## src/rtl/execute_stage_if.sv

```systemverilog
// Handshake and data bundle between the decode stage, execute_stage and write-back.
// Both sides use valid/ready: a transfer happens on a rising edge where valid and ready
// are both 1; the sender holds its payload stable while valid=1 and ready=0.
interface execute_stage_if #(
  parameter int data_width    = 16,
  parameter int address_width = 3
);
  logic                     in_valid;
  logic                     in_ready;
  logic [3:0]               in_op;
  logic [data_width-1:0]    in_a;
  logic [data_width-1:0]    in_b;
  logic [data_width-1:0]    in_imm;
  logic                     in_use_imm;
  logic [address_width-1:0] in_dest;
  logic                     in_wb;
  logic                     flush;
  logic                     out_valid;
  logic                     out_ready;
  logic [data_width-1:0]    out_result;
  logic [address_width-1:0] out_dest;
  logic                     out_wb;
  logic [2:0]               flags;
  logic                     busy;
  logic                     dbg_state;

  modport master (
    output in_valid, in_op, in_a, in_b, in_imm, in_use_imm, in_dest, in_wb, flush, out_ready,
    input  in_ready, out_valid, out_result, out_dest, out_wb, flags, busy, dbg_state
  );

  modport slave (
    input  in_valid, in_op, in_a, in_b, in_imm, in_use_imm, in_dest, in_wb, flush, out_ready,
    output in_ready, out_valid, out_result, out_dest, out_wb, flags, busy, dbg_state
  );
endinterface

```

## src/rtl/execute_stage.sv

```systemverilog
// Execute stage: single-cycle ALU ops plus an iterative shift-add multiplier, with a
// registered result/flags interface and a flush that kills in-flight and pending work.
module execute_stage #(
  parameter int data_width    = 16,
  parameter int address_width = 3
) (
  input logic              clk,
  input logic              rst_n,
  execute_stage_if.slave   bus
);

  localparam logic [3:0] OP_MOV  = 4'd1;
  localparam logic [3:0] OP_ADD  = 4'd2;
  localparam logic [3:0] OP_SUB  = 4'd3;
  localparam logic [3:0] OP_AND  = 4'd4;
  localparam logic [3:0] OP_OR   = 4'd5;
  localparam logic [3:0] OP_NOT  = 4'd6;
  localparam logic [3:0] OP_INC  = 4'd7;
  localparam logic [3:0] OP_DEC  = 4'd8;
  localparam logic [3:0] OP_SHL  = 4'd9;
  localparam logic [3:0] OP_SHR  = 4'd10;
  localparam logic [3:0] OP_MUL  = 4'd11;
  localparam logic [3:0] OP_SETC = 4'd12;
  localparam logic [3:0] OP_CLRC = 4'd13;

  typedef enum logic {S_IDLE = 1'b0, S_MUL = 1'b1} state_t;

  state_t                   state, state_next;
  logic [4:0]               cnt;
  logic [data_width-1:0]    mul_acc, mul_mcand, mul_mplier, mul_sum;
  logic [address_width-1:0] mul_dest;
  logic                     mul_wb;
  logic                     mul_done;

  logic                     out_valid_q;
  logic [data_width-1:0]    out_result_q;
  logic [address_width-1:0] out_dest_q;
  logic                     out_wb_q;
  logic                     flag_c, flag_n, flag_z;

  logic                     accept;
  logic [data_width-1:0]    op_b;
  logic [3:0]               shamt;
  logic [data_width-1:0]    alu_result;
  logic                     alu_c, alu_c_upd, alu_zn_upd, alu_wb_ok;

  assign op_b     = bus.in_use_imm ? bus.in_imm : bus.in_b;
  assign shamt    = op_b[3:0];
  assign accept   = bus.in_valid && bus.in_ready && !bus.flush;
  // One multiplier bit is consumed per edge; the last bit lands on the 16th edge.
  assign mul_sum  = mul_acc + (mul_mplier[0] ? mul_mcand : '0);
  assign mul_done = (state == S_MUL) && (cnt == 5'(data_width - 1));

  assign bus.in_ready   = rst_n && (state == S_IDLE) && (!out_valid_q || bus.out_ready);
  assign bus.out_valid  = out_valid_q;
  assign bus.out_result = out_result_q;
  assign bus.out_dest   = out_dest_q;
  assign bus.out_wb     = out_wb_q;
  assign bus.flags      = {flag_c, flag_n, flag_z};
  assign bus.busy       = (state == S_MUL);
  assign bus.dbg_state  = state;

  always_ff @(posedge clk or negedge rst_n) begin
    if (!rst_n) state <= S_IDLE;
    else        state <= state_next;
  end

  always_comb begin
    state_next = state;
    case (state)
      S_IDLE:  if (accept && bus.in_op == OP_MUL) state_next = S_MUL;
      S_MUL:   if (mul_done) state_next = S_IDLE;
      default: state_next = S_IDLE;
    endcase
    if (bus.flush) state_next = S_IDLE;
  end

  // Single-cycle ALU; carry is produced by widening the operands by one bit.
  always_comb begin
    alu_result = '0;
    alu_c      = flag_c;
    alu_c_upd  = 1'b0;
    alu_zn_upd = 1'b1;
    alu_wb_ok  = 1'b1;
    case (bus.in_op)
      OP_MOV: alu_result = op_b;
      OP_ADD: begin
        {alu_c, alu_result} = {1'b0, bus.in_a} + {1'b0, op_b};
        alu_c_upd = 1'b1;
      end
      OP_SUB: begin
        alu_result = bus.in_a - op_b;
        alu_c      = (bus.in_a < op_b);
        alu_c_upd  = 1'b1;
      end
      OP_AND: alu_result = bus.in_a & op_b;
      OP_OR:  alu_result = bus.in_a | op_b;
      OP_NOT: alu_result = ~bus.in_a;
      OP_INC: begin
        {alu_c, alu_result} = {1'b0, bus.in_a} + (data_width + 1)'(1);
        alu_c_upd = 1'b1;
      end
      OP_DEC: begin
        alu_result = bus.in_a - data_width'(1);
        alu_c      = (bus.in_a == '0);
        alu_c_upd  = 1'b1;
      end
      OP_SHL: begin
        {alu_c, alu_result} = {1'b0, bus.in_a} << shamt;
        alu_c_upd = (shamt != 4'd0);
      end
      OP_SHR: begin
        {alu_result, alu_c} = {bus.in_a, 1'b0} >> shamt;
        alu_c_upd = (shamt != 4'd0);
      end
      OP_SETC: begin
        alu_c     = 1'b1;
        alu_c_upd = 1'b1;
        alu_wb_ok = 1'b0;
      end
      OP_CLRC: begin
        alu_c     = 1'b0;
        alu_c_upd = 1'b1;
        alu_wb_ok = 1'b0;
      end
      default: begin
        alu_zn_upd = 1'b0;
        alu_wb_ok  = 1'b0;
      end
    endcase
  end

  always_ff @(posedge clk or negedge rst_n) begin
    if (!rst_n) begin
      cnt          <= '0;
      mul_acc      <= '0;
      mul_mcand    <= '0;
      mul_mplier   <= '0;
      mul_dest     <= '0;
      mul_wb       <= 1'b0;
      out_valid_q  <= 1'b0;
      out_result_q <= '0;
      out_dest_q   <= '0;
      out_wb_q     <= 1'b0;
      flag_c       <= 1'b0;
      flag_n       <= 1'b0;
      flag_z       <= 1'b0;
    end else if (bus.flush) begin
      out_valid_q <= 1'b0;
      cnt         <= '0;
    end else begin
      if (bus.out_ready) out_valid_q <= 1'b0;
      if (state == S_MUL) begin
        mul_acc    <= mul_sum;
        mul_mcand  <= mul_mcand << 1;
        mul_mplier <= mul_mplier >> 1;
        cnt        <= cnt + 5'd1;
        if (mul_done) begin
          cnt          <= '0;
          out_valid_q  <= 1'b1;
          out_result_q <= mul_sum;
          out_dest_q   <= mul_dest;
          out_wb_q     <= mul_wb;
          flag_z       <= (mul_sum == '0);
          flag_n       <= mul_sum[data_width-1];
        end
      end else if (accept) begin
        if (bus.in_op == OP_MUL) begin
          cnt        <= '0;
          mul_acc    <= '0;
          mul_mcand  <= bus.in_a;
          mul_mplier <= op_b;
          mul_dest   <= bus.in_dest;
          mul_wb     <= bus.in_wb;
        end else begin
          out_valid_q  <= 1'b1;
          out_result_q <= alu_result;
          out_dest_q   <= bus.in_dest;
          out_wb_q     <= bus.in_wb && alu_wb_ok;
          if (alu_zn_upd) begin
            flag_z <= (alu_result == '0);
            flag_n <= alu_result[data_width-1];
          end
          if (alu_c_upd) flag_c <= alu_c;
        end
      end
    end
  end

endmodule

```

## src/flat_wrapper.sv

```systemverilog
// flat-port wrapper written by rule: the top's interface ports become plain ports
module execute_stage_flat 
#(
  parameter int data_width    = 16,
  parameter int address_width = 3
)
  (clk, rst_n, bus_in_valid, bus_in_op, bus_in_a, bus_in_b, bus_in_imm, bus_in_use_imm, bus_in_dest, bus_in_wb, bus_flush, bus_out_ready, bus_in_ready, bus_out_valid, bus_out_result, bus_out_dest, bus_out_wb, bus_flags, bus_busy, bus_dbg_state);
  execute_stage_if #(.data_width(data_width), .address_width(address_width)) bus_i ();
  input logic clk;
  input logic rst_n;
  input wire logic [$bits(bus_i.in_valid)-1:0] bus_in_valid;
  input wire logic [$bits(bus_i.in_op)-1:0] bus_in_op;
  input wire logic [$bits(bus_i.in_a)-1:0] bus_in_a;
  input wire logic [$bits(bus_i.in_b)-1:0] bus_in_b;
  input wire logic [$bits(bus_i.in_imm)-1:0] bus_in_imm;
  input wire logic [$bits(bus_i.in_use_imm)-1:0] bus_in_use_imm;
  input wire logic [$bits(bus_i.in_dest)-1:0] bus_in_dest;
  input wire logic [$bits(bus_i.in_wb)-1:0] bus_in_wb;
  input wire logic [$bits(bus_i.flush)-1:0] bus_flush;
  input wire logic [$bits(bus_i.out_ready)-1:0] bus_out_ready;
  output wire logic [$bits(bus_i.in_ready)-1:0] bus_in_ready;
  output wire logic [$bits(bus_i.out_valid)-1:0] bus_out_valid;
  output wire logic [$bits(bus_i.out_result)-1:0] bus_out_result;
  output wire logic [$bits(bus_i.out_dest)-1:0] bus_out_dest;
  output wire logic [$bits(bus_i.out_wb)-1:0] bus_out_wb;
  output wire logic [$bits(bus_i.flags)-1:0] bus_flags;
  output wire logic [$bits(bus_i.busy)-1:0] bus_busy;
  output wire logic [$bits(bus_i.dbg_state)-1:0] bus_dbg_state;
  assign bus_i.in_valid = bus_in_valid;
  assign bus_i.in_op = bus_in_op;
  assign bus_i.in_a = bus_in_a;
  assign bus_i.in_b = bus_in_b;
  assign bus_i.in_imm = bus_in_imm;
  assign bus_i.in_use_imm = bus_in_use_imm;
  assign bus_i.in_dest = bus_in_dest;
  assign bus_i.in_wb = bus_in_wb;
  assign bus_i.flush = bus_flush;
  assign bus_i.out_ready = bus_out_ready;
  assign bus_in_ready = bus_i.in_ready;
  assign bus_out_valid = bus_i.out_valid;
  assign bus_out_result = bus_i.out_result;
  assign bus_out_dest = bus_i.out_dest;
  assign bus_out_wb = bus_i.out_wb;
  assign bus_flags = bus_i.flags;
  assign bus_busy = bus_i.busy;
  assign bus_dbg_state = bus_i.dbg_state;
  execute_stage #(.data_width(data_width), .address_width(address_width)) u_core (.clk(clk), .rst_n(rst_n), .bus(bus_i));
endmodule
```

## config.mk

```make
export PLATFORM = sky130hd
export DESIGN_NAME = execute_stage_flat
export DESIGN_NICKNAME = d
export VERILOG_FILES = /design/src/rtl/execute_stage_if.sv /design/src/rtl/execute_stage.sv /design/src/flat_wrapper.sv
export SDC_FILE = /design/constraint.sdc
export NUM_CORES = 1
export LEC_CHECK = 0
export ABC_AREA = 1
export BUFFER_PORTS_ARGS = -buffer_cell sky130_fd_sc_hd__buf_2
export CORE_MARGIN = 10
export CORE_UTILIZATION = 45
export DETAILED_ROUTE_END_ITERATION = 7
export PLACE_DENSITY = 0.7
export SKIP_CTS_REPAIR_TIMING = 1
export SLEW_MARGIN = 25
export SYNTH_ARGS = -nofsm -noshare
export SYNTH_HDL_FRONTEND = slang
export SYNTH_SLANG_ARGS = --single-unit
export TNS_END_PERCENT = 100
```

## constraint.sdc

```tcl
create_clock -name clk -period 2.45 [get_ports clk]
set_clock_uncertainty 0.2 [all_clocks]
set_input_delay 0.245 -clock clk [delete_from_list [all_inputs] [get_ports clk]]
set_output_delay 0.245 -clock clk [all_outputs]
set_load 0.02 [all_outputs]
```

# [Word level (Yosys, flattened, before mapping)]
# Cells that the tools add are included.
# W data, S select, Z words.
[classes] n_reduce_logical=30 order_cmp=1 bitwise=6 shift=2 mux=53 addsub=6 n_eq_ne=16
[ops] cell="$mux W16" n=15
[ops] cell="$pmux W16 S10" n=1
[ops] cell="$logic_not A16 Y1" n=3
[ops] cell="$mux W1" n=25
[ops] cell="$mux W5" n=5
[ops] cell="$eq A4 B4 Y1 const B" n=6
[ops] cell="$add A16 B1 Y17 const B" n=1
[ops] cell="$add A16 B16 Y17" n=1
[ops] cell="$shl A16 B4 Y17" n=1
[ops] cell="$shr A17 B4 Y17" n=1
[ops] cell="$add A16 B16 Y16" n=1
[ops] cell="$and A16 B16 Y16" n=1
[ops] cell="$eq A4 B3 Y1 const B" n=4
[ops] cell="$lt A16 B16 Y1" n=1
[ops] cell="$not A16 Y16" n=1
[ops] cell="$or A16 B16 Y16" n=1
[ops] cell="$sub A16 B1 Y16 const B" n=1
[ops] cell="$sub A16 B16 Y16" n=1
[ops] cell="$mux W3" n=4
[ops] cell="$reduce_or A12 Y1" n=1
[ops] cell="$reduce_or A10 Y1" n=1
[ops] cell="$eq A4 B2 Y1 const B" n=2
[ops] cell="$pmux W1 S8" n=1
[ops] cell="$reduce_and A4 Y1" n=2
[ops] cell="other kinds (20)" n=33
[totals] word_cells=128 register_bits=82 out_inout_bits=27 input_bits=62

# [Logic depth before layout (Yosys ltp)]
# Gate-level depths: netlist of the first run.
[depth] depth_word=9 ltp_mapped=28 mapped_depth_nobuf=26

# [Worst setup path after synthesis of the first run]
# OpenSTA, ideal clock, no wires.
[synth_path] kind="input -> register" startpoint="input port bus_in_use_imm" endpoint="register u_core.flag_z" cell_stages=18 setup_ps=65 t_arrival_ps=2532 slack_ps=-347 n_path_buf=3 cell_sequence="buf_6 > o21ai_1 > buf_2 > buf_2 > ha_1 > o21ai_0 > nand3_1 > nand2_1 > nand3_1 > a21oi_1 > nor2_1 > nor3_1 > nand2_1 > nor2_1 > nand2_1 > nand2_1 > nand2_1 > nand2_1"
[synth_between] elab_chain_cells=8 elab_cells_between_ends=13 cone_classes="2 x add/sub; 2 x shift; 6 x mux; 2 x bitwise; 1 x reduce/logical"
[synth_rtl] item="start, declared" line_no="flat_wrapper.sv:16" text="input wire logic [$bits(bus_i.in_use_imm)-1:0] bus_in_use_imm;"
[synth_rtl] item="$mux W16 *" line_no="execute_stage.sv:47" text="assign op_b = bus.in_use_imm ? bus.in_imm : bus.in_b;"
[synth_rtl] item="$sub A16 B16 Y16 (tied with other cells)" line_no="execute_stage.sv:92" text="alu_result = bus.in_a - op_b;"
[synth_rtl] item="$pmux W16 S10 *" line_no="execute_stage.sv:85" text="case (bus.in_op)"
[synth_rtl] item="$logic_not A16 Y1 *" line_no="execute_stage.sv:181" text="flag_z <= (alu_result == '0);"
[synth_rtl] item="$mux W1 *" line_no="execute_stage.sv:180" text="if (alu_zn_upd) begin"
[synth_rtl] item="$mux W1 *" line_no="execute_stage.sv:168" text="if (bus.in_op == OP_MUL) begin"
[synth_rtl] item="$mux W1 *" line_no="execute_stage.sv:167" text="end else if (accept) begin"
[synth_rtl] item="$mux W1 *" line_no="execute_stage.sv:153" text="if (state == S_MUL) begin"
[synth_rtl] item="end signal, assigned" line_no="execute_stage.sv:164" text="flag_z <= (mul_sum == '0);"
[synth_rtl] item="end signal, assigned" line_no="execute_stage.sv:181"
[synth_rtl] item="end, declared" line_no="execute_stage.sv:39" text="logic flag_c, flag_n, flag_z;"
# Every way passes the cells marked *; elsewhere a longest branch is shown, timed or not. The select of a mux whose other input is x is not followed.
# A chain may end at the register's enable or synchronous reset.

# [Final worst setup path of the first run]
[layout_path] startpoint="register u_core.mul_mplier[0]" endpoint="register u_core.flag_z"
[layout_between] elab_chain_cells=5
[layout_rtl] item="start, declared" line_no="execute_stage.sv:30" text="logic [data_width-1:0] mul_acc, mul_mcand, mul_mplier, mul_sum;"
[layout_rtl] item="start signal, assigned" line_no="execute_stage.sv:156" text="mul_mplier <= mul_mplier >> 1;"
[layout_rtl] item="start signal, assigned" line_no="execute_stage.sv:172" text="mul_mplier <= op_b;"
[layout_rtl] item="$mux W16" line_no="execute_stage.sv:51" text="assign mul_sum = mul_acc + (mul_mplier[0] ? mul_mcand : '0);"
[layout_rtl] item="$add A16 B16 Y16" line_no="execute_stage.sv:51"
[layout_rtl] item="$logic_not A16 Y1" line_no="execute_stage.sv:164"
[layout_rtl] item="$mux W1" line_no="execute_stage.sv:158" text="if (mul_done) begin"
[layout_rtl] item="$mux W1" line_no="execute_stage.sv:153"
# Every way passes these cells. The select of a mux whose other input is x is not followed.

==> flow_summary_export.csv, run 1 <==
group,metric,value,unit
job,drv_cap,0,
clock_network,clock_latency,350,ps
sta,final.setup.tns,-3918,ps
clock_network,cts_tree,"done",
clock_network,ctsHtreeMaxLevel,3,
sta,finalCriticalPeriod,2914,ps
critical_path,critPathSlowestCell,"dfrtp_2",
drt,via_count,13740,
clock_network,cts_sinks,82,
power,static-leakage-power,7.653,nW
yosys,syn_area,10000,um^2
clock_network,cts.root.buffer_cell,"clkbuf_16",
drt,route.detailed.wl_per_inst,20.27,um
drt,drt-total-wl,48980,um
sta,layout_setup_ws,-464.2,ps
critical_path,path_common_cell,"nand2_1",
sta,clock.fmax,0.3431,GHz
place,place_congestion,1.084,
yosys,yosysWarnings,0,
global_route,grt_max_degree,68,
sta,hold_viol_final,0,
clock_network,cts_buffers,9,
critical_path,slowest_delay,470,ps
sta,drv_slew,0,
floorplanning,core,21820,um^2
critical_path,cp.arrival,3000,ps
sta,rsz0062_at_grt,"yes",
yosys,synth.avg_cell_area,5.819,um^2
hold_path,min_path_type,"in -> reg",
final_layout,syn_to_final_growth,47.83,%
floorplanning,io_pins,89,
drt,drt_iter0_markers,1736,
place,port_buffers,88,
critical_path,cp_cell_sequence,"nand2_2 > inv_2 > ha_4 > fa_2 > nand3_2 > nand2_2 > a21boi_2 > xor2_1 > nand3_1 > nor2_1 > nand4_1 > nor2_2 > nand4_1 > nand2_1 > nand2_1 > nand2_1",
critical_path,crit_type,"reg -> reg",
yosys,yosys_most_used_dff,"dfrtp_1",
yosys,synth_edf_count,0,
floorplanning,die_area,28590,um^2
sta,setup_violations,18,
drt,detail-route-antenna-nets,0,
drt,route.detailed.drc,0,
sta,min_period_over_period,118.9,%
yosys,netlist_instances,1719,
final_layout,multi_input_area,7911,um^2
final_layout,fin_util,67.76,%
global_route,antenna_found_initial,3,
power,powerDensity,505.9,nW/um^2
drt,avgViaCountPerCell,5.688,
final_layout,drive_above_1_share,32.69,%
final_layout,seq_area,2053,um^2
yosys,yosysUniqueCellTypes,47,
yosys,yosysSeqAreaShare,20.51,%
outcome,status,"finished, violations left",
final_layout,nNetsFinal,2264,
floorplanning,initial_core_util,45.84,%
global_route,grt_pass1_wl,71280,um
yosys,ys_seq_elements,82,
yosys,synth.net_count,1853,
power,max-vdd-ir-drop,0.3505,mV
sta,slew_headroom,42.36,%
critical_path,crit_fanout,6,
outcome,violations,"negative setup slack",
critical_path,endpoint_kind,"flip-flop",
global_route,overflow,0,
yosys,yosys.area.top_type,"nand2_1",
global_route,grt_usage,31.50,%
yosys,yosysTopAreaCellShare,20.56,%
floorplanning,die_w,169.1,um
drt,drtPass1Iterations,6,
clock_network,path_clk_slew,70,ps
critical_path,cp-start-kind,"flip-flop",
global_route,grt_pass1_vias,12680,
yosys,synth_area_leaders,"nand2_1 (21%), dfrtp_1 (21%), nand3_1 (12%)",
critical_path,reg2reg_slack,-460,ps
yosys,synthArstFlopShare,100.0,%
sta,tightest_slew,864.6,ps
clock_network,cts_max_path_buffers,2,
floorplanning,die_height,169.1,um
critical_path,cp.required,2540,ps
final_layout,fillers,1977,
floorplanning,num_rows,54,
place,dpl.hpwl,38530,um
-- final timing paths --
| path | startpoint | end | cells past startpoint |
|---|---|---|---|
| hold reg to reg | u_core.flag_c$_DFFE_PN0P_ | u_core.flag_c$_DFFE_PN0P_ | 2 |
| setup / recovery | u_core.mul_mplier[0]$_DFFE_PN0P_ | u_core.flag_z$_DFFE_PN0P_ | 16 |
| max in group asynchronous | rst_n | u_core.mul_mplier[10]$_DFFE_PN0P_ | 4 |
| hold / removal | bus_flush | u_core.mul_acc[14]$_DFFE_PN0P_ | 2 |
| setup reg to reg | u_core.mul_mplier[0]$_DFFE_PN0P_ | u_core.flag_z$_DFFE_PN0P_ | 16 |
| min in group asynchronous | rst_n | u_core.mul_mcand[4]$_DFFE_PN0P_ | 3 |
-- worst max-delay path: cells and delay by family (launching register included) --
| kind | cells | cell delay (ps) |
|---|---|---|
| simple gates | 11 | 1130 |
| fa+ha+maj | 2 | 590 |
| flops | 1 | 470 |
| xor+xnor | 1 | 250 |
| compound gates | 1 | 150 |
| buf+inv | 1 | 40 |
-- cells by family after synthesis --
kind of cell / count (synthesis) / synth area share, %
AND/OR/NAND/NOR: 1079 / 45.18
XOR/XNOR: 16 / 1.401
buffers and inverters: 237 / 10.09
multiplexers: 4 / 0.4502
flip-flops: 82 / 20.51
AO/OA/AOI/OAI: 229 / 13.13
adder cells (fa/ha/maj): 72 / 9.231
-- per-layer routing --
layer	routed length (um)	global-route usage [%]	share of wire (%)	vias up
met5	13	0	0.027	-
met4	2294	11.67	4.7	2
met3	4782	6.994	9.8	152
met2	21580	48.13	44	738
met1	20310	42.49	41	6382
li1	-	-	-	6467
-- placed cells by master (no fill, tap or decap), types with 36 or more instances in the layout --
| cell type | n |
|---|---|
| a31oi_1 | 36 |
| o21ai_0 | 65 |
| inv_1 | 140 |
| nand2_1 | 507 |
| nor2_1 | 208 |
| dfrtp_1 | 81 |
| nand2_2 | 37 |
| ha_1 | 45 |
| buf_4 | 365 |
| nand3_1 | 212 |
| buf_2 | 86 |
-- layout make-up --
class / count / share of cell area, %
Antenna cell: 1 / 0.01692
Clock buffer: 9 / 1.523
Clock inverter: 7 / 0.5584
Inverter: 164 / 4.281
Multi-Input combinational cell: 1400 / 53.50
Sequential cell: 82 / 13.88
Tap cell: 280 / 2.369
Timing Repair Buffer: 472 / 23.79
Timing Repair inverter: 1 / 0.07615
-- cell usage after synthesis (2+ instances only) --
cell / instances
nand3b_1: 4
o311ai_0: 3
a21oi_1: 58
inv_2: 5
o21ai_4: 2
buf_6: 8
xnor2_1: 3
fa_1: 3
o22ai_1: 10
clkbuf_1: 31
a21o_1: 3
o21ai_1: 6
a21boi_0: 4
nand2_1: 548
or2_2: 10
nand2_2: 5
nor3_1: 14
nor2_2: 3
xor2_1: 13
nand4_1: 29
o21bai_1: 4
nor2_4: 2
a31oi_1: 40
dfrtp_1: 82
nand3_1: 230
buf_2: 25
buf_1: 2
buf_4: 6
o21ai_0: 85
ha_1: 69
mux2_2: 4
nor2_1: 231
inv_1: 156
o211ai_1: 4
clkinv_1: 2
o21a_1: 4
-- stage by stage --
stage	hold WS [ps]	total power, mW	worst slack [ps]	cells	instance area (um^2)
final	71.61	7.481	-464.2	2416	14790
after floorplan	-250.6	3.672	-164.2	1719	10170
after detailed placement	80.30	5.355	-736.6	2381	13420
after CTS	-293.0	6.792	-531.3	2397	13730
after global placement	76.55	5.308	-701.4	2381	13420
after global routing	87.63	7.888	-618.4	2415	14790
-- registers in the layout, summed over array words and instances (netlist names) --
register and count:
u_core.bus.busy 1, u_core.bus.out_dest 3, u_core.bus.out_result 16, u_core.bus.out_valid 1, u_core.bus.out_wb 1, u_core.cnt 5
u_core.flag_c 1, u_core.flag_n 1, u_core.flag_z 1, u_core.mul_acc 16, u_core.mul_dest 3, u_core.mul_mcand 16
u_core.mul_mplier 16, u_core.mul_wb 1
-- power by group --
part           leakage [nW]  internal, mW  switching, mW
sequential             1.03          1.63          0.197
clock                 0.145         0.809          0.624
combinational          6.47          1.85           2.37
No activity file was read; power rests on OpenSTA's default activity.
==> run 2, diff against run 1 <==
Settings changed: CORE_MARGIN 10 to 3.
==> flow_summary_export.csv, run 2 (same netlist as run 1, synthesis figures left out) <==
group,metric,value,unit
global_route,grt_pass1_wl,69900,um
drt,via_count,13820,
final_layout,fillers,1869,
critical_path,critPathSlowestCell,"fa_2",
drt,drtPass1Iterations,8,
power,powerDensity,495.8,nW/um^2
sta,clock.fmax,0.3478,GHz
sta,rsz0062_at_grt,"yes",
global_route,overflow,0,
final_layout,drive_above_1_share,34.04,%
critical_path,critPathBufInv,2,
critical_path,cp.arrival,2960,ps
critical_path,path_delay_family,"simple AND/OR/NAND/NOR gates",
place,dpl.hpwl,37370,um
clock_network,path_clk_slew,70,ps
clock_network,cts_max_path_buffers,2,
hold_path,min_path_type,"in -> reg",
final_layout,seq_area,2052,um^2
sta,finalCriticalPeriod,2875,ps
sta,layout_setup_ws,-425.4,ps
final_layout,nNetsFinal,2247,
sta,tightest_slew,786.9,ps
critical_path,cp.required,2530,ps
sta,setup_violations,16,
critical_path,endpoint_kind,"flip-flop",
drt,route.detailed.wl_per_inst,20.09,um
critical_path,crit_fanout,3,
final_layout,multi_input_area,8172,um^2
sta,fin_hold_ws,63.40,ps
floorplanning,die_w,155.1,um
floorplanning,die_area,24050,um^2
final_layout,syn_to_final_growth,49.19,%
critical_path,slowest_delay,450,ps
floorplanning,core,21420,um^2
power,power,7.399,mW
floorplanning,io_pins,89,
final_layout,mostFrequentLayoutCell,"nand2_1",
drt,detail-route-antenna-nets,0,
critical_path,path_common_cell,"nand2_1",
job,drv_cap,0,
critical_path,crit_type,"reg -> reg",
clock_network,clock_latency,350,ps
floorplanning,die_height,155.1,um
sta,hold_viol_final,0,
clock_network,cts_tree,"done",
drt,drt-total-wl,48070,um
clock_network,cts_sinks,82,
place,place_congestion,1.068,
critical_path,cp_cell_sequence,"nand2_1 > inv_1 > ha_2 > fa_2 > inv_1 > nand2_1 > nor3_1 > nand2_1 > nor2_1 > nand3_1 > nor2_2 > nand4_1 > nor2_2 > nand4_1 > nand2_1 > nand2_1 > nand2_1",
global_route,grt_max_degree,66,
sta,drv_slew,0,
global_route,grt_usage,36.89,%
outcome,status,"finished, violations left",
place,port_buffers,88,
drt,route.detailed.drc,3,
floorplanning,initial_core_util,46.70,%
clock_network,cts_buffers,9,
outcome,violations,"design-rule violations, negative setup slack",
drt,drt_iter0_markers,1644,
floorplanning,num_rows,53,
final_layout,layout_common_cells,"nand2_1 (498), buf_4 (336), nand3_1 (206)",
sta,slew_headroom,47.35,%
clock_network,ctsHtreeMaxLevel,3,
clock_network,cts.root.buffer_cell,"clkbuf_16",
final_layout,num_antenna_cells,0,
sta,min_period_over_period,117.4,%
power,max-vdd-ir-drop,0.4111,mV
drt,avgViaCountPerCell,5.773,
global_route,grt_pass1_vias,12620,
critical_path,cp-start-kind,"flip-flop",
global_route,antenna_found_initial,0,
power,static-leakage-power,7.553,nW
-- run 2: cell count changes in the layout (fill, tap and decap cells not counted), sizes merged --
cell,previous run,this run
buf,467,446
clkbuf,9,12
clkinv,3,4
clkinvlp,2,3
diode,1,0
inv,166,164
nor2,236,237
-- run 2: path summary, 6_finish.rpt --
path,startpoint,endpoint,slack [ps],cells after the start
min reg2reg,u_core.mul_mplier[6]$_DFFE_PN0P_,u_core.mul_mplier[6]$_DFFE_PN0P_,280,2
min in group asynchronous,rst_n,u_core.mul_mplier[1]$_DFFE_PN0P_,320,3
max in group asynchronous,rst_n,u_core.mul_mplier[5]$_DFFE_PN0P_,640,4
max reg2reg,u_core.mul_mplier[0]$_DFFE_PN0P_,u_core.flag_z$_DFFE_PN0P_,-430,17
max,u_core.mul_mplier[0]$_DFFE_PN0P_,u_core.flag_z$_DFFE_PN0P_,-430,17
min,bus_flush,u_core.bus.out_valid$_DFF_PN0_,60,2
-- run 2: through the flow --
step	setup slack (ps)	TNS (ps)	utilization (%)	instance area [um^2]	cells
finish	-425.4	-2773	69.68	14920	2393
global placement	-654.3	-8778	61.43	13160	2350
global route	-573.1	-4885	69.68	14920	2393
floorplan	-164.2	-527.4	-	10170	1719
CTS	-471.3	-5420	62.81	13450	2366
detailed placement	-687.3	-9959	61.43	13160	2350
-- run 2: where the power goes --
group	switching (mW)	total, mW	internal, mW
clock network	0.595	1.39	0.792
registers	0.192	1.82	1.63
logic	2.37	4.19	1.82
-- run 2: metal layers --
metal / share of wire (%) / GRT usage [%] / vias up
met1: 41 / 52.36 / 6419
met3: 10 / 6.481 / 170
met2: 43 / 55.21 / 798
li1: - / - / 6428
met4: 5.5 / 15.52 / 0
met5: 0 / 0 / -
-- run 2: final cells by class --
cell class / count / share of cell area (%)
timing repair inverter: 2 / 0.1509
sequential: 82 / 13.75
timing repair buffer: 453 / 22.73
tap: 275 / 2.306
clock buffer: 10 / 1.534
multi-input combinational: 1401 / 54.75
inverter: 164 / 4.334
clock inverter: 6 / 0.4443
-- run 2: worst reg2reg max path: stages (launching register included) --
cell and delay [ps]:
dfrtp_1 410, nand2_1 80, inv_1 40, ha_2 190, fa_2 450, inv_1 90
nand2_1 80, nor3_1 200, nand2_1 100, nor2_1 130, nand3_1 100, nor2_2 140
nand4_1 100, nor2_2 180, nand4_1 140, nand2_1 90, nand2_1 50, nand2_1 50
